$ cat config.mk
export PLATFORM = sky130hd
export DESIGN_NAME = stopwatch_input_ctrl
export DESIGN_NICKNAME = d
export VERILOG_FILES = /design/src/rtl/stopwatch_input_ctrl.sv
export SDC_FILE = /design/constraint.sdc
export NUM_CORES = 1
export LEC_CHECK = 0
export CORE_UTILIZATION = 50
export DETAILED_ROUTE_END_ITERATION = 10
export PLACE_DENSITY = 0.78
export SLEW_MARGIN = 20
export SYNTH_ARGS = -nofsm -noshare
export SYNTH_HDL_FRONTEND = slang
export SYNTH_SLANG_ARGS = --single-unit
export TNS_END_PERCENT = 1
$ cat constraint.sdc
create_clock -name src_clk -period 6 [get_ports src_clk]
set_input_delay 1.2 -clock src_clk [delete_from_list [all_inputs] [get_ports src_clk]]
set_output_delay 1.2 -clock src_clk [all_outputs]
set_load 0.05 [all_outputs]
$ cat src/rtl/stopwatch_input_ctrl.sv
// Input conditioning and timebase for the stopwatch counter core: button
// synchronisation/debounce, pause toggle, switch registration and count enables.
module stopwatch_input_ctrl #(
  parameter int SAMPLE_DIV = 250000,
  parameter int DEB_COUNT  = 4,
  parameter int HALF_DIV   = 50000000
) (
  input  logic       src_clk,
  input  logic       src_rst,
  input  logic       btn_pause,
  input  logic       btn_clr,
  input  logic [2:0] sw,
  output logic       pause,
  output logic       clr_pulse,
  output logic       clr_hold,
  output logic       count_tick,
  output logic [1:0] mode,
  output logic       adj_min,
  output logic       blink
);

  localparam int SW = $clog2(SAMPLE_DIV);
  localparam int DW = $clog2(DEB_COUNT);
  localparam int HW = $clog2(HALF_DIV);
  localparam logic [SW-1:0] SAMPLE_LAST = SW'(SAMPLE_DIV - 1);
  localparam logic [DW-1:0] DEB_LAST    = DW'(DEB_COUNT - 1);
  localparam logic [HW-1:0] HALF_LAST   = HW'(HALF_DIV - 1);

  // Bit map: [0] pause button, [1] clear button, [4:2] switches
  logic [4:0] raw_in;
  logic [4:0] sync1_q;
  logic [4:0] sync2_q;

  assign raw_in = {sw, btn_clr, btn_pause};

  always_ff @(posedge src_clk or negedge src_rst) begin
    if (!src_rst) begin
      sync1_q <= '0;
      sync2_q <= '0;
    end else begin
      sync1_q <= raw_in;
      sync2_q <= sync1_q;
    end
  end

  logic [SW-1:0] samp_cnt_q;
  logic [SW-1:0] samp_cnt_d;
  logic          sample_tick;

  assign sample_tick = (samp_cnt_q == SAMPLE_LAST);
  assign samp_cnt_d  = sample_tick ? '0 : samp_cnt_q + 1'b1;

  always_ff @(posedge src_clk or negedge src_rst) begin
    if (!src_rst) begin
      samp_cnt_q <= '0;
    end else begin
      samp_cnt_q <= samp_cnt_d;
    end
  end

  logic [1:0] stable_lvl;
  logic [1:0] stable_rise;

  for (genvar gi = 0; gi < 2; gi++) begin : g_deb
    logic [DW-1:0] cnt_q;
    logic [DW-1:0] cnt_d;
    logic          lvl_q;
    logic          lvl_d;

    // A matching sample clears the count, so any bounce restarts qualification
    always_comb begin
      cnt_d = cnt_q;
      lvl_d = lvl_q;
      if (sample_tick) begin
        if (sync2_q[gi] != lvl_q) begin
          if (cnt_q == DEB_LAST) begin
            lvl_d = sync2_q[gi];
            cnt_d = '0;
          end else begin
            cnt_d = cnt_q + 1'b1;
          end
        end else begin
          cnt_d = '0;
        end
      end
    end

    always_ff @(posedge src_clk or negedge src_rst) begin
      if (!src_rst) begin
        cnt_q <= '0;
        lvl_q <= 1'b0;
      end else begin
        cnt_q <= cnt_d;
        lvl_q <= lvl_d;
      end
    end

    assign stable_lvl[gi]  = lvl_q;
    assign stable_rise[gi] = lvl_d & ~lvl_q;
  end

  logic pause_q;
  logic pause_d;
  logic clr_press_q;

  // Press effects are registered alongside the level so they line up in time
  assign pause_d = pause_q ^ stable_rise[0];

  always_ff @(posedge src_clk or negedge src_rst) begin
    if (!src_rst) begin
      pause_q     <= 1'b0;
      clr_press_q <= 1'b0;
    end else begin
      pause_q     <= pause_d;
      clr_press_q <= stable_rise[1];
    end
  end

  logic [HW-1:0] half_cnt_q;
  logic [HW-1:0] half_cnt_d;
  logic          phase_q;
  logic          phase_d;
  logic          half_tick;
  logic          count_tick_q;
  logic          count_tick_d;

  assign half_tick = (half_cnt_q == HALF_LAST);

  // Holding the timebase during clear realigns the first tick after release
  always_comb begin
    half_cnt_d = half_tick ? '0 : half_cnt_q + 1'b1;
    phase_d    = phase_q ^ half_tick;
    if (stable_lvl[1]) begin
      half_cnt_d = '0;
      phase_d    = 1'b0;
    end
  end

  assign count_tick_d = half_tick & ((sync2_q[3:2] == 2'b01) | phase_q)
                      & ~pause_q & ~stable_lvl[1];

  always_ff @(posedge src_clk or negedge src_rst) begin
    if (!src_rst) begin
      half_cnt_q   <= '0;
      phase_q      <= 1'b0;
      count_tick_q <= 1'b0;
    end else begin
      half_cnt_q   <= half_cnt_d;
      phase_q      <= phase_d;
      count_tick_q <= count_tick_d;
    end
  end

  assign pause      = pause_q;
  assign clr_pulse  = clr_press_q;
  assign clr_hold   = stable_lvl[1];
  assign count_tick = count_tick_q;
  assign mode       = sync2_q[3:2];
  assign adj_min    = sync2_q[4];
  assign blink      = phase_q;

endmodule

* Word level (Yosys, flattened, before mapping)
Cells that the tools add are included.
** Word-level totals
- Bits in registers :: 64
- Input port bits :: 7
- Output and inout bits :: 8
- Logic and storage cells :: 48
** Operators by class
- Add/subtract/negate cells :: 4
- Equality and inequality tests :: 7
- Multiplexer cells :: 14
- Bitwise logic cells :: 11
** Operators with widths (count)
- $mux W26 :: 2
- $add A26 B1 Y26 const B :: 1
- $eq A26 B26 Y1 const B :: 1
- $add A18 B1 Y18 const B :: 1
- $eq A18 B18 Y1 const B :: 1
- $mux W18 :: 1
- $mux W2 :: 4
- $mux W1 :: 7
- $and A1 B1 Y1 :: 5
- $add A2 B1 Y2 const B :: 2
- $eq A2 B2 Y1 const B :: 2
- $not A1 Y1 :: 3
- $eq A2 B1 Y1 const B :: 1
- $ne A1 B1 Y1 :: 2
- $xor A1 B1 Y1 :: 2
- $or A1 B1 Y1 :: 1

* Depth between registers and ports, before layout
Gate-level depths: netlist of run 1.
- Depth in word-level cells :: 6
- Gate-level depth with buffers :: 7
- Gate-level depth less buffers :: 5

* Worst setup path after synthesis of run 1
Ideal clock, no wire load.
- Path type :: flip-flop to flip-flop
- From :: register samp_cnt_q[0]
- To :: register g_deb[0].lvl_q
- Setup time :: 125 ps
- Arrival :: 1787 ps
- Data required time :: 5875 ps
- Path slack :: 4089 ps
- Stages on the path, launching flop included :: 7
- Buffers on the path :: 1
- Period minus slack after synthesis :: 1911 ps
- Cells stage by stage :: dfrtp_1 ha_1 nand3_2 or4_1 buf_2 nor3_1 mux2_2
** On the way
- Word-level cells in the longest chain between the ends :: 2
** RTL lines
- start: declaration :: RTL line 46 : logic [SW-1:0] samp_cnt_q;
- start signal: assignment :: RTL line 57 : samp_cnt_q <= samp_cnt_d;
- $eq A18 B18 Y1 :: RTL line 50 : assign sample_tick = (samp_cnt_q == SAMPLE_LAST);
- $mux W1 :: RTL line 74 : if (sample_tick) begin
- via g_deb[0].lvl_d :: RTL line 68 : logic lvl_d;
- end signal: assignment :: RTL line 94 : lvl_q <= lvl_d;
- end: declaration :: RTL line 67 : logic lvl_q;
The timed path passes the listed nets, and every way through them passes these cells.
A chain may end at the register's enable or synchronous reset.

* Final worst setup path of run 1
- From :: register g_deb[1].lvl_q (netlist: clr_hold)
- To :: output clr_hold
** RTL lines
- start: declaration :: RTL line 67
- start signal: assignment :: RTL line 94
- end: declaration :: RTL line 15 : output logic clr_hold,
No word-level cell between the ends.

==> summary.txt, run 1 <==
Timing
  • Worst-margin pin slew: approximately 0.78 ns
  • Worst Skew: 0.009881 ns
  • Minimum clock period: ~2.9 ns
  • Slew headroom: 0.4821
  • Fin. max-slew vios: 0
  • Hold Worst Slack: between 0.3 and 0.4 ns
  • RSZ-0062 raised after global routing: false
  • Total negative setup slack: 0 ns
  • Fmax: approximately 340 MHz
  • Final-report setup violation count: 0
  • Period utilisation layout: 0.4836
  • Final count of hold timing violations: 0

Synth
  • Post-synth EDFFs: 0
  • Ys async rst share: 1.000
  • Post-synthesis sequential area ratio: 0.5307
  • Cell area after synthesis: about 3000 um2
  • Synth warnings: 0
  • Synth Instances: approximately 290
  • Synth Area per Inst: about 10 um2
  • FF+latch count, synth: 64
  • Main synth FF type: dfrtp_1
  • Net Count, Synth: 299
  • Unique cell type count in the Yosys netlist: 43

Pwr
  • Pwr dens: between 200 and 250 nW/um2
  • Pleak: approximately 1.5 nW
  • Worst VDD drop: 0.1969 mV

Clocking
  • CTS tree: yes
  • Num CTS Buffers: 9
  • Clk_lat worst skew: between 0.3 and 0.4 ns
  • Root buf cell: clkbuf_8
  • H-tree levels: 3
  • Clock Tree Buf Depth: 2
  • Setup repair bufs after CTS: 0
  • CTS clk-pin slew, worst paths: 0.08 ns
  • Hold Buf Count CTS: 0
  • Post-cts sizing count: 0
  • Sink Count: 64

Setup path
  • Worst path bufs/invs: 1
  • Slowest library cell on the worst path: clkdlybuf4s50_1
  • Data arrival time of the critical path: 1.70 ns
  • Crit. End Element: output port
  • Critical path type: reg -> out
  • Crit-path cells: clkdlybuf4s50_1
  • CP Launch Type: flip-flop
  • Crit-path max FO: 9
  • Family with the most delay on the worst path: buffers and inverters
  • Req. time, crit path: around 4.8 ns
  • Worst path max stage delay: between 0.8 and 0.9 ns

Detailed routing
  • DR top layer: met4
  • Initial DRT Pass Iterations: 4
  • Met1 Wirelength: 2.557 mm
  • Vias/cell: between 5 and 6
  • Met2 wire length: about 2.7 mm
  • Initial drt markers: 76
  • Drt wl/cell: about 15 um
  • Post-detailed-route count of antenna-violating nets: 0
  • Routed vias: 2141
  • Metal3 WL: between 150 and 200 um
  • Total Wirelength: between 5 and 6 mm
  • DRC errors left: 0

Floorplan
  • Initial core utilization: 0.5317
  • I/O pins: 15
  • # rows: 27
  • Die area: around 6400 um2
  • Die X: roughly 80 um
  • CORE AREA: 5675 um2
  • Die Ht: around 80 um

Finish
  • Diodes inserted: 0
  • Nets: 310
  • Ratio of cells with drive above 1 in the final layout: 0.1020
  • Utilization after layout: 0.5928
  • Synth-to-Final Area Change: 11.48%
  • Fin cells: approximately 380

GRT
  • Global route total overflow: 0
  • Largest net degree at the start of global routing: 65
  • Total Routing Usage GR: 0.1938
  • Initial antenna violation count: 0
  • First-pass GRT wire length: a little over 9 mm
  • Vias in the first global route: slightly above 2000

Placement
  • GPL Wtd Cong: slightly below 0.8
  • IO buf count: 14
  • Placed Instances: 360
  • Post-DP HPWL: 3.694 mm

Worst hold path
  • Hold Path Class: reg -> reg

Status
  • Outcome: finished clean

Job
  • Number of max-cap violations: 0
## synth_stat cells (2+ instances only)
cell type | count | share of area
nand4_1 | 10 | 0.021
o21ai_0 | 9 | 0.015
ha_1 | 4 | 0.017
and4_1 | 6 | 0.017
xor2_1 | 18 | 0.052
or3_1 | 6 | 0.012
buf_4 | 4 | 0.010
buf_2 | 7 | 0.012
nor2b_1 | 2 | 0.0041
mux2_2 | 2 | 0.0075
and3_1 | 3 | 0.0062
nor4b_1 | 2 | 0.0058
a21oi_1 | 14 | 0.023
nand2_1 | 15 | 0.019
nand3_1 | 17 | 0.028
dfrtp_1 | 64 | 0.53
or2_2 | 2 | 0.0041
o31ai_1 | 14 | 0.035
inv_1 | 11 | 0.014
nor3_1 | 6 | 0.010
nor4_1 | 2 | 0.0041
or4_1 | 10 | 0.025
nor2_1 | 29 | 0.036
xnor2_1 | 11 | 0.032
and2_1 | 2 | 0.0041
## stage by stage
stage / instance area (um2) / total power [mW] / worst slack, ns
after floorplan: 3018 / 0.4500 / 4.089
after global placement: 3162 / 0.4638 / 3.477
after detailed placement: 3162 / 0.4641 / 3.463
after CTS: 3364 / 0.8389 / 3.078
after global routing: 3364 / 0.8623 / 3.026
final: 3364 / 0.8288 / 3.098
## cell type report
class	instances	area, um2
Timing Repair Buffer	15	142.6
Inverter	11	41.29
Multi-Input combinational cell	198	1286
Tap cell	72	90.09
Clock buffer	9	123.9
Clock inverter	7	78.83
Fill cell	485	2311
Sequential cell	64	1602
## power by group
group | leakage, nW | switching [mW] | total (mW) | internal, mW
clock network | 0.0925 | 0.179 | 0.374 | 0.195
logic | 0.535 | 0.0133 | 0.0189 | 0.00568
registers | 0.842 | 0.00153 | 0.436 | 0.434
total | 1.47 | 0.194 | 0.829 | 0.635
## flip-flops by register name, summed over array words and instances (netlist names)
name         cells
half_cnt_q      26
clr_hold         1
samp_cnt_q      18
g_deb.lvl_q      1
sync1_q          5
clr_pulse        1
blink            1
count_tick       1
g_deb.cnt_q      4
pause            1
sync2_q          5
## metal layers
layer	vias to the layer above	track usage
met3	11	0.06629
met5	-	0
met1	1058	0.2300
met2	33	0.3179
li1	1039	-
met4	0	0.08364
## cell families (layout without fill, tap and decap cells)
logic type,Yosys count,count (layout),synth area share
and+or+nand+nor,123,123,0.2359
adders and majority gates,4,4,0.01658
xor gates and xnor gates,29,29,0.08416
muxes,3,3,0.01078
buffers and inverters,26,42,0.04311
AOI/OAI and AO/OA,39,39,0.07877
DFF,64,64,0.5307
## placed cells by master (no fill, tap or decap), drive strengths merged, types with 12 or more instances in the layout
cell type	n
dfrtp	64
nor2	30
xor2	18
nand3	18
nand2	15
a21oi	15
o31ai	14
clkdlybuf4s50	13
inv	13
nand4	12
## final timing paths
kind | startpoint | end | slack, ns | cells after the start
min | sync1_q[4]$_DFF_PN0_ | sync2_q[4]$_DFF_PN0_ | 0.35 | 0
max in group asynchronous | src_rst | half_cnt_q[8]$_DFF_PN0_ | 4.47 | 2
max reg2reg | samp_cnt_q[0]$_DFF_PN0_ | g_deb[0].lvl_q$_DFF_PN0_ | 3.75 | 5
min in group asynchronous | src_rst | half_cnt_q[20]$_DFF_PN0_ | 1.01 | 2
min reg2reg | sync1_q[4]$_DFF_PN0_ | sync2_q[4]$_DFF_PN0_ | 0.35 | 0
max | clr_hold$_DFF_PN0_ | clr_hold | 3.10 | 1
## worst register-to-register path, delay by kind of cell, from the launching register on
kind | cells | cell delay (ns)
AND/OR/NAND/NOR | 3 | 1.15
flip-flops | 1 | 0.39
adder cells (fa/ha/maj) | 1 | 0.25
multiplexers | 1 | 0.36
No activity file was read; power rests on OpenSTA's default activity.
==> inputs of run 2 (changes only) <==
--- a/config.mk
+++ b/config.mk
@@ -7,7 +7,7 @@
 export LEC_CHECK = 0
 export CORE_UTILIZATION = 50
 export DETAILED_ROUTE_END_ITERATION = 10
-export PLACE_DENSITY = 0.78
+export PLACE_DENSITY = 0.81
 export SLEW_MARGIN = 20
 export SYNTH_ARGS = -nofsm -noshare
 export SYNTH_HDL_FRONTEND = slang
==> constraint.sdc (replaced) <==
create_clock -name src_clk -period 2.65 [get_ports src_clk]
set_input_delay 0.53 -clock src_clk [delete_from_list [all_inputs] [get_ports src_clk]]
set_output_delay 0.53 -clock src_clk [all_outputs]
set_load 0.05 [all_outputs]
==> summary.txt, run 2 (synthesis gave the netlist of run 1 again) <==
Status
  • Outcome: finished clean (unchanged)

Clocking
  • H-tree levels: 3 (unchanged)
  • Num CTS Buffers: 9 (unchanged)
  • Root buf cell: clkbuf_8 (unchanged)
  • CTS tree: yes (unchanged)
  • CTS clk-pin slew, worst paths: 0.07 ns (was 0.08 ns)
  • Hold Buf Count CTS: 0 (unchanged)
  • Clock Tree Buf Depth: 2 (unchanged)
  • Post-cts sizing count: 0 (unchanged)
  • Sink Count: 64 (unchanged)
  • Clk_lat worst skew: 0.35 ns (about the same)
  • Setup repair bufs after CTS: 0 (unchanged)

Setup path
  • Crit. End Element: output port (unchanged)
  • Data arrival time of the critical path: 1.77 ns (was 1.70 ns)
  • Crit-path cells: clkdlybuf4s50_1 (unchanged)
  • Reg2reg start: samp_cnt_q[0]$_DFF_PN0_ (unchanged)
  • Req. time, crit path: 2.12 ns (was 4.80 ns)
  • CP Launch Type: flip-flop (unchanged)
  • Critical path type: reg -> out (unchanged)
  • Crit-path max FO: 9 (unchanged)
  • Worst path max stage delay: 0.88 ns (was 0.86 ns)
  • Family with the most delay on the worst path: buffers and inverters (unchanged)
  • Worst path bufs/invs: 1 (unchanged)
  • Worst Setup SP: clr_hold$_DFF_PN0_ (unchanged)
  • Slowest library cell on the worst path: clkdlybuf4s50_1 (unchanged)

GRT
  • Vias in the first global route: 2171 (was 2056)
  • First-pass GRT wire length: 9.839 mm (was 9.246 mm)
  • Initial antenna violation count: 0 (unchanged)
  • Global route total overflow: 0 (unchanged)
  • Total Routing Usage GR: 0.2086 (was 0.1938)
  • Largest net degree at the start of global routing: 53 (was 65)

Timing
  • Period utilisation layout: 0.8670
  • Slew headroom: 0.6527 (was 0.4821)
  • Final-report setup violation count: 0 (unchanged)
  • Minimum clock period: approximately 2.3 ns
  • RSZ-0062 raised after global routing: false (unchanged)
  • Fmax: 435.3 MHz
  • Worst Setup Slack, final: 0.3526 ns (was 3.098 ns)
  • Worst Skew: 0.005687 ns (was 0.009881 ns)
  • Final count of hold timing violations: 0 (unchanged)
  • Fin. max-slew vios: 0 (unchanged)
  • Worst-margin pin slew: 0.5209 ns (was 0.7769 ns)
  • Total negative setup slack: 0 ns (unchanged)

Finish
  • Most frequent cells in the layout: dfrtp_1 (64), nor2_1 (29), xor2_1 (18), nand3_1 (17), nand2_1 (15) (unchanged)
  • Top Registers: half_cnt_q: 26 flops, samp_cnt_q: 18 flops (unchanged)
  • Max reg flops: 26 (unchanged)
  • Nets: 310 (unchanged)
  • Diodes inserted: 0 (unchanged)
  • Synth-to-Final Area Change: 13.27% (was 11.48%)
  • Most flops, register: half_cnt_q (unchanged)
  • Ratio of cells with drive above 1 in the final layout: 0.1020 (unchanged)
  • Fillers: 468 (was 485)
  • Fin area: 3418 um2 (was 3364 um2)
  • Commonest non-fill, non-tap cell in the layout: dfrtp_1 (unchanged)
  • Fin cells: 376 (unchanged)

Detailed routing
  • Met1 Wirelength: 2.520 mm (was 2.557 mm)
  • Total Wirelength: 5.801 mm (was 5.558 mm)
  • Met2 wire length: 2.977 mm (was 2.729 mm)
  • Drt wl/cell: 15.43 um (was 14.78 um)
  • Routed vias: 2177 (was 2141)
  • Metal3 WL: 172 um (unchanged)
  • Initial drt markers: 81 (was 76)
  • Vias/cell: 5.790 (was 5.694)
  • Initial DRT Pass Iterations: 4 (unchanged)
  • DR top layer: met4 (unchanged)
  • Post-detailed-route count of antenna-violating nets: 0 (unchanged)
  • DRC errors left: 0 (unchanged)

Job
  • Number of max-cap violations: 0 (unchanged)

Worst hold path
  • Hold Path Class: in -> async (was reg -> reg)

Placement
  • Post-DP HPWL: 3.787 mm (was 3.694 mm)
  • IO buf count: 14 (unchanged)
  • Pre-CTS setup slack: 0.4539 ns (was 3.463 ns)
  • Placed Instances: 360 (unchanged)
  • GPL Wtd Cong: 0.7616 (was 0.7750)
  • Post-DP Area: 3174 um2 (was 3162 um2)

Pwr
  • Pleak: 1.501 nW (was 1.470 nW)
  • Worst VDD drop: 0.4896 mV (was 0.1969 mV)
  • Total power: 2.049 mW (was 0.8288 mW)
  • Pwr dens: 599.5 nW/um2 (was 246.3 nW/um2)

Floorplan
  • Die area: 6351 um2 (unchanged)
  • I/O pins: 15 (unchanged)
  • Initial core utilization: 0.5317 (unchanged)
  • CORE AREA: 5675 um2 (unchanged)
  • Die X: 79.69 um (unchanged)
  • Die Ht: 79.69 um (unchanged)
  • # rows: 27 (unchanged)
-- run 2: cell types whose count changed in the layout (fill, tap and decap cells not counted), sizes merged --
cell and delta:
bufinv +2, clkinvlp -2, clkinv +2, inv -2
-- run 2: power breakdown --
group          internal (mW)  leakage [nW]  switching (mW)
sequential             0.984         0.842         0.00382
combinational         0.0149         0.540          0.0308
clock                  0.625         0.119           0.390
total                   1.62          1.50           0.425
-- run 2: worst register-to-register path, cell delays in order (launching register included) --
cell     delay (ns)
dfrtp_1        0.42
ha_1           0.25
nand3_2        0.12
or4_1          0.73
nor3_2         0.29
mux2_2         0.36
-- run 2: worst paths after layout --
kind / endpoint / slack [ns] / depth (start not counted)
max: clr_hold / 0.35 / 1
min: half_cnt_q[5]$_DFF_PN0_ / 0.07 / 1
max reg2reg: clr_hold$_DFF_PN0_ / 0.38 / 5
min reg2reg: sync2_q[0]$_DFF_PN0_ / 0.35 / 0
max in group asynchronous: half_cnt_q[18]$_DFF_PN0_ / 2.01 / 2
min in group src_clk: sync2_q[0]$_DFF_PN0_ / 0.35 / 0
-- run 2: layout make-up --
type | instances | area [um2] | area share
Sequential cell | 64 | 1602 | 0.4685
Multi-Input combinational cell | 198 | 1286 | 0.3763
Timing Repair Buffer | 15 | 155.1 | 0.04539
Clock buffer | 9 | 123.9 | 0.03624
Clock inverter | 7 | 120.1 | 0.03514
Tap cell | 72 | 90.09 | 0.02635
Inverter | 11 | 41.29 | 0.01208
-- run 2: stage by stage --
stage / util / hold WS [ns]
after floorplan: - / 0.2344
after global placement: 0.5593 / 0.3334
after detailed placement: 0.5593 / 0.3347
after CTS: 0.6023 / 0.05957
after global routing: 0.6023 / 0.06820
final: 0.6023 / 0.06594
-- run 2: per-layer routing --
layer / GRT usage / vias up
met3: 0.06400 / 13
met4: 0.1036 / 0
met2: 0.3453 / 37
met1: 0.2438 / 1082
li1: - / 1045
met5: 0 / -
==> inputs of run 3 (changes only) <==
--- a/config.mk
+++ b/config.mk
@@ -5,9 +5,9 @@
 export SDC_FILE = /design/constraint.sdc
 export NUM_CORES = 1
 export LEC_CHECK = 0
-export CORE_UTILIZATION = 50
+export CORE_UTILIZATION = 52
 export DETAILED_ROUTE_END_ITERATION = 10
-export PLACE_DENSITY = 0.81
+export PLACE_DENSITY = 0.83
 export SLEW_MARGIN = 20
 export SYNTH_ARGS = -nofsm -noshare
 export SYNTH_HDL_FRONTEND = slang
==> summary.txt, run 3 (synthesis gave the netlist of run 1 again) <==
Finish
  • Nets: 310 (unchanged)
  • Commonest non-fill, non-tap cell in the layout: dfrtp_1 (unchanged)
  • Synth-to-Final Area Change: 12.89% (was 13.27%)
  • Fin area: 3407 um2 (was 3418 um2)
  • Top Registers: half_cnt_q: 26 flops, samp_cnt_q: 18 flops (unchanged)
  • Most frequent cells in the layout: dfrtp_1 (64), nor2_1 (29), xor2_1 (18), nand3_1 (17), nand2_1 (15) (unchanged)
  • Diodes inserted: 0 (unchanged)
  • Ratio of cells with drive above 1 in the final layout: 0.09868 (was 0.1020)
  • Most flops, register: half_cnt_q (unchanged)
  • Max reg flops: 26 (unchanged)

Placement
  • GPL Wtd Cong: 0.7859 (was 0.7616)
  • Post-DP Area: 3162 um2 (was 3174 um2)
  • IO buf count: 14 (unchanged)
  • Post-DP HPWL: 3.857 mm (was 3.787 mm)

Floorplan
  • Initial core utilization: 0.5447 (was 0.5317)
  • CORE AREA: 5540 um2 (was 5675 um2)
  • # rows: 27 (unchanged)
  • Die area: 6112 um2 (was 6351 um2)
  • Die Ht: 78.18 um (was 79.69 um)
  • Die X: 78.18 um (was 79.69 um)
  • I/O pins: 15 (unchanged)

Timing
  • Worst Skew: 0.005374 ns (was 0.005687 ns)
  • Total negative setup slack: 0 ns (unchanged)
  • Fmax: 445.3 MHz (was 435.3 MHz)
  • Fin. max-slew vios: 0 (unchanged)
  • Final count of hold timing violations: 0 (unchanged)
  • Slew headroom: 0.4877 (was 0.6527)
  • Final-report setup violation count: 0 (unchanged)
  • Worst-margin pin slew: 0.7684 ns (was 0.5209 ns)
  • RSZ-0062 raised after global routing: false (unchanged)
  • Minimum clock period: 2.246 ns (was 2.297 ns)
  • Period utilisation layout: 0.8474 (was 0.8670)

Setup path
  • Slowest library cell on the worst path: clkdlybuf4s50_1 (unchanged)
  • Worst path bufs/invs: 1 (unchanged)
  • Reg2reg start: samp_cnt_q[0]$_DFF_PN0_ (unchanged)
  • Worst path max stage delay: 0.86 ns (was 0.88 ns)
  • Data arrival time of the critical path: 1.72 ns (was 1.77 ns)
  • Req. time, crit path: 2.12 ns (about the same)
  • Worst r2r dst: g_deb[0].lvl_q$_DFF_PN0_ (was clr_hold$_DFF_PN0_)
  • Critical path type: reg -> out (unchanged)
  • Crit. End Element: output port (unchanged)
  • Register-to-Register Path Depth: 5 (unchanged)
  • Crit-path cells: clkdlybuf4s50_1 (unchanged)
  • Crit-path max FO: 9 (unchanged)
  • Flop-to-flop setup slack: 0.40 ns (was 0.38 ns)
  • Family with the most delay on the worst path: buffers and inverters (unchanged)
  • CP Launch Type: flip-flop (unchanged)

GRT
  • Total Routing Usage GR: 0.2097 (was 0.2086)
  • Vias in the first global route: 2157 (was 2171)
  • Initial antenna violation count: 0 (unchanged)
  • Largest net degree at the start of global routing: 65 (was 53)
  • Global route total overflow: 0 (unchanged)
  • First-pass GRT wire length: 9.791 mm (was 9.839 mm)

Detailed routing
  • Total Wirelength: 5.713 mm (was 5.801 mm)
  • Routed vias: 2161 (was 2177)
  • Metal3 WL: 283 um (was 172 um)
  • Initial DRT Pass Iterations: 5 (was 4)
  • DRC errors left: 0 (unchanged)
  • Post-detailed-route count of antenna-violating nets: 0 (unchanged)
  • DR top layer: met4 (unchanged)
  • Met2 wire length: 2.896 mm (was 2.977 mm)
  • Vias/cell: 5.747 (was 5.790)
  • Drt wl/cell: 15.19 um (was 15.43 um)
  • Initial drt markers: 141 (was 81)
  • Met1 Wirelength: 2.467 mm (was 2.520 mm)

Clocking
  • Num CTS Buffers: 9 (unchanged)
  • Clk_lat worst skew: 0.34 ns (was 0.35 ns)
  • CTS tree: yes (unchanged)
  • Sink Count: 64 (unchanged)
  • Clock Tree Buf Depth: 2 (unchanged)
  • Post-cts sizing count: 0 (unchanged)
  • Root buf cell: clkbuf_8 (unchanged)
  • CTS clk-pin slew, worst paths: 0.07 ns (about the same)
  • H-tree levels: 3 (unchanged)
  • Hold Buf Count CTS: 0 (unchanged)
  • Setup repair bufs after CTS: 0 (unchanged)

Pwr
  • Pwr dens: 603.1 nW/um2 (was 599.5 nW/um2)
  • Worst VDD drop: 0.3965 mV (was 0.4896 mV)
  • Pleak: 1.501 nW (about the same)

Job
  • Number of max-cap violations: 0 (unchanged)

Status
  • Outcome: finished clean (unchanged)

Worst hold path
  • Hold Path Class: in -> async (unchanged)
==> run 3: cell types whose count changed in the layout (fill, tap and decap cells not counted), sizes merged <==
cell      delta
clkbuf       +2
clkinv       -1
clkinvlp     -1
==> run 3: routing by layer <==
metal	GRT usage	up-vias
li1	-	1043
met1	0.2533	1061
met2	0.3544	53
met3	0.07326	4
met4	0.05926	0
met5	0	-
==> run 3: through the flow <==
step	util	total power [mW]	hold WS [ns]	setup WS, ns	instances
finish	0.6150	2.055	0.3370	0.4043	376
global route	0.6150	2.124	0.3623	0.2721	376
CTS	0.6150	2.071	0.3567	0.3788	376
detailed placement	0.5707	1.051	0.3412	0.4095	360
global placement	0.5707	1.050	0.3335	0.5099	360
floorplan	-	1.019	0.2344	0.7386	288
==> run 3: worst max-delay path by stage <==
stage                                        from                       end  slack (ns)  cells past startpoint
after floorplan           samp_cnt_q[0]$_DFF_PN0_  g_deb[0].lvl_q$_DFF_PN0_        0.74                      6
after detailed placement  samp_cnt_q[0]$_DFF_PN0_  g_deb[0].lvl_q$_DFF_PN0_        0.41                      5
after CTS                      clr_hold$_DFF_PN0_                  clr_hold        0.38                      1
after global routing      samp_cnt_q[0]$_DFF_PN0_  g_deb[0].lvl_q$_DFF_PN0_        0.27                      5
after global placement    samp_cnt_q[0]$_DFF_PN0_  g_deb[0].lvl_q$_DFF_PN0_        0.51                      5
final                          clr_hold$_DFF_PN0_                  clr_hold        0.40                      1
==> run 3: cell type report <==
type                       count  area, um2
fill                         432       2133
sequential                    64       1602
multi-input combinational    198       1286
timing repair buffer          15      142.6
clock buffer                  11      141.4
clock inverter                 5      103.9
tap                           72      90.09
inverter                      11      41.29
==> run 3: where the power goes <==
group          switching, mW  total [mW]  internal [mW]
clock                  0.373        1.02          0.651
sequential           0.00360       0.988          0.984
combinational         0.0296      0.0425         0.0129
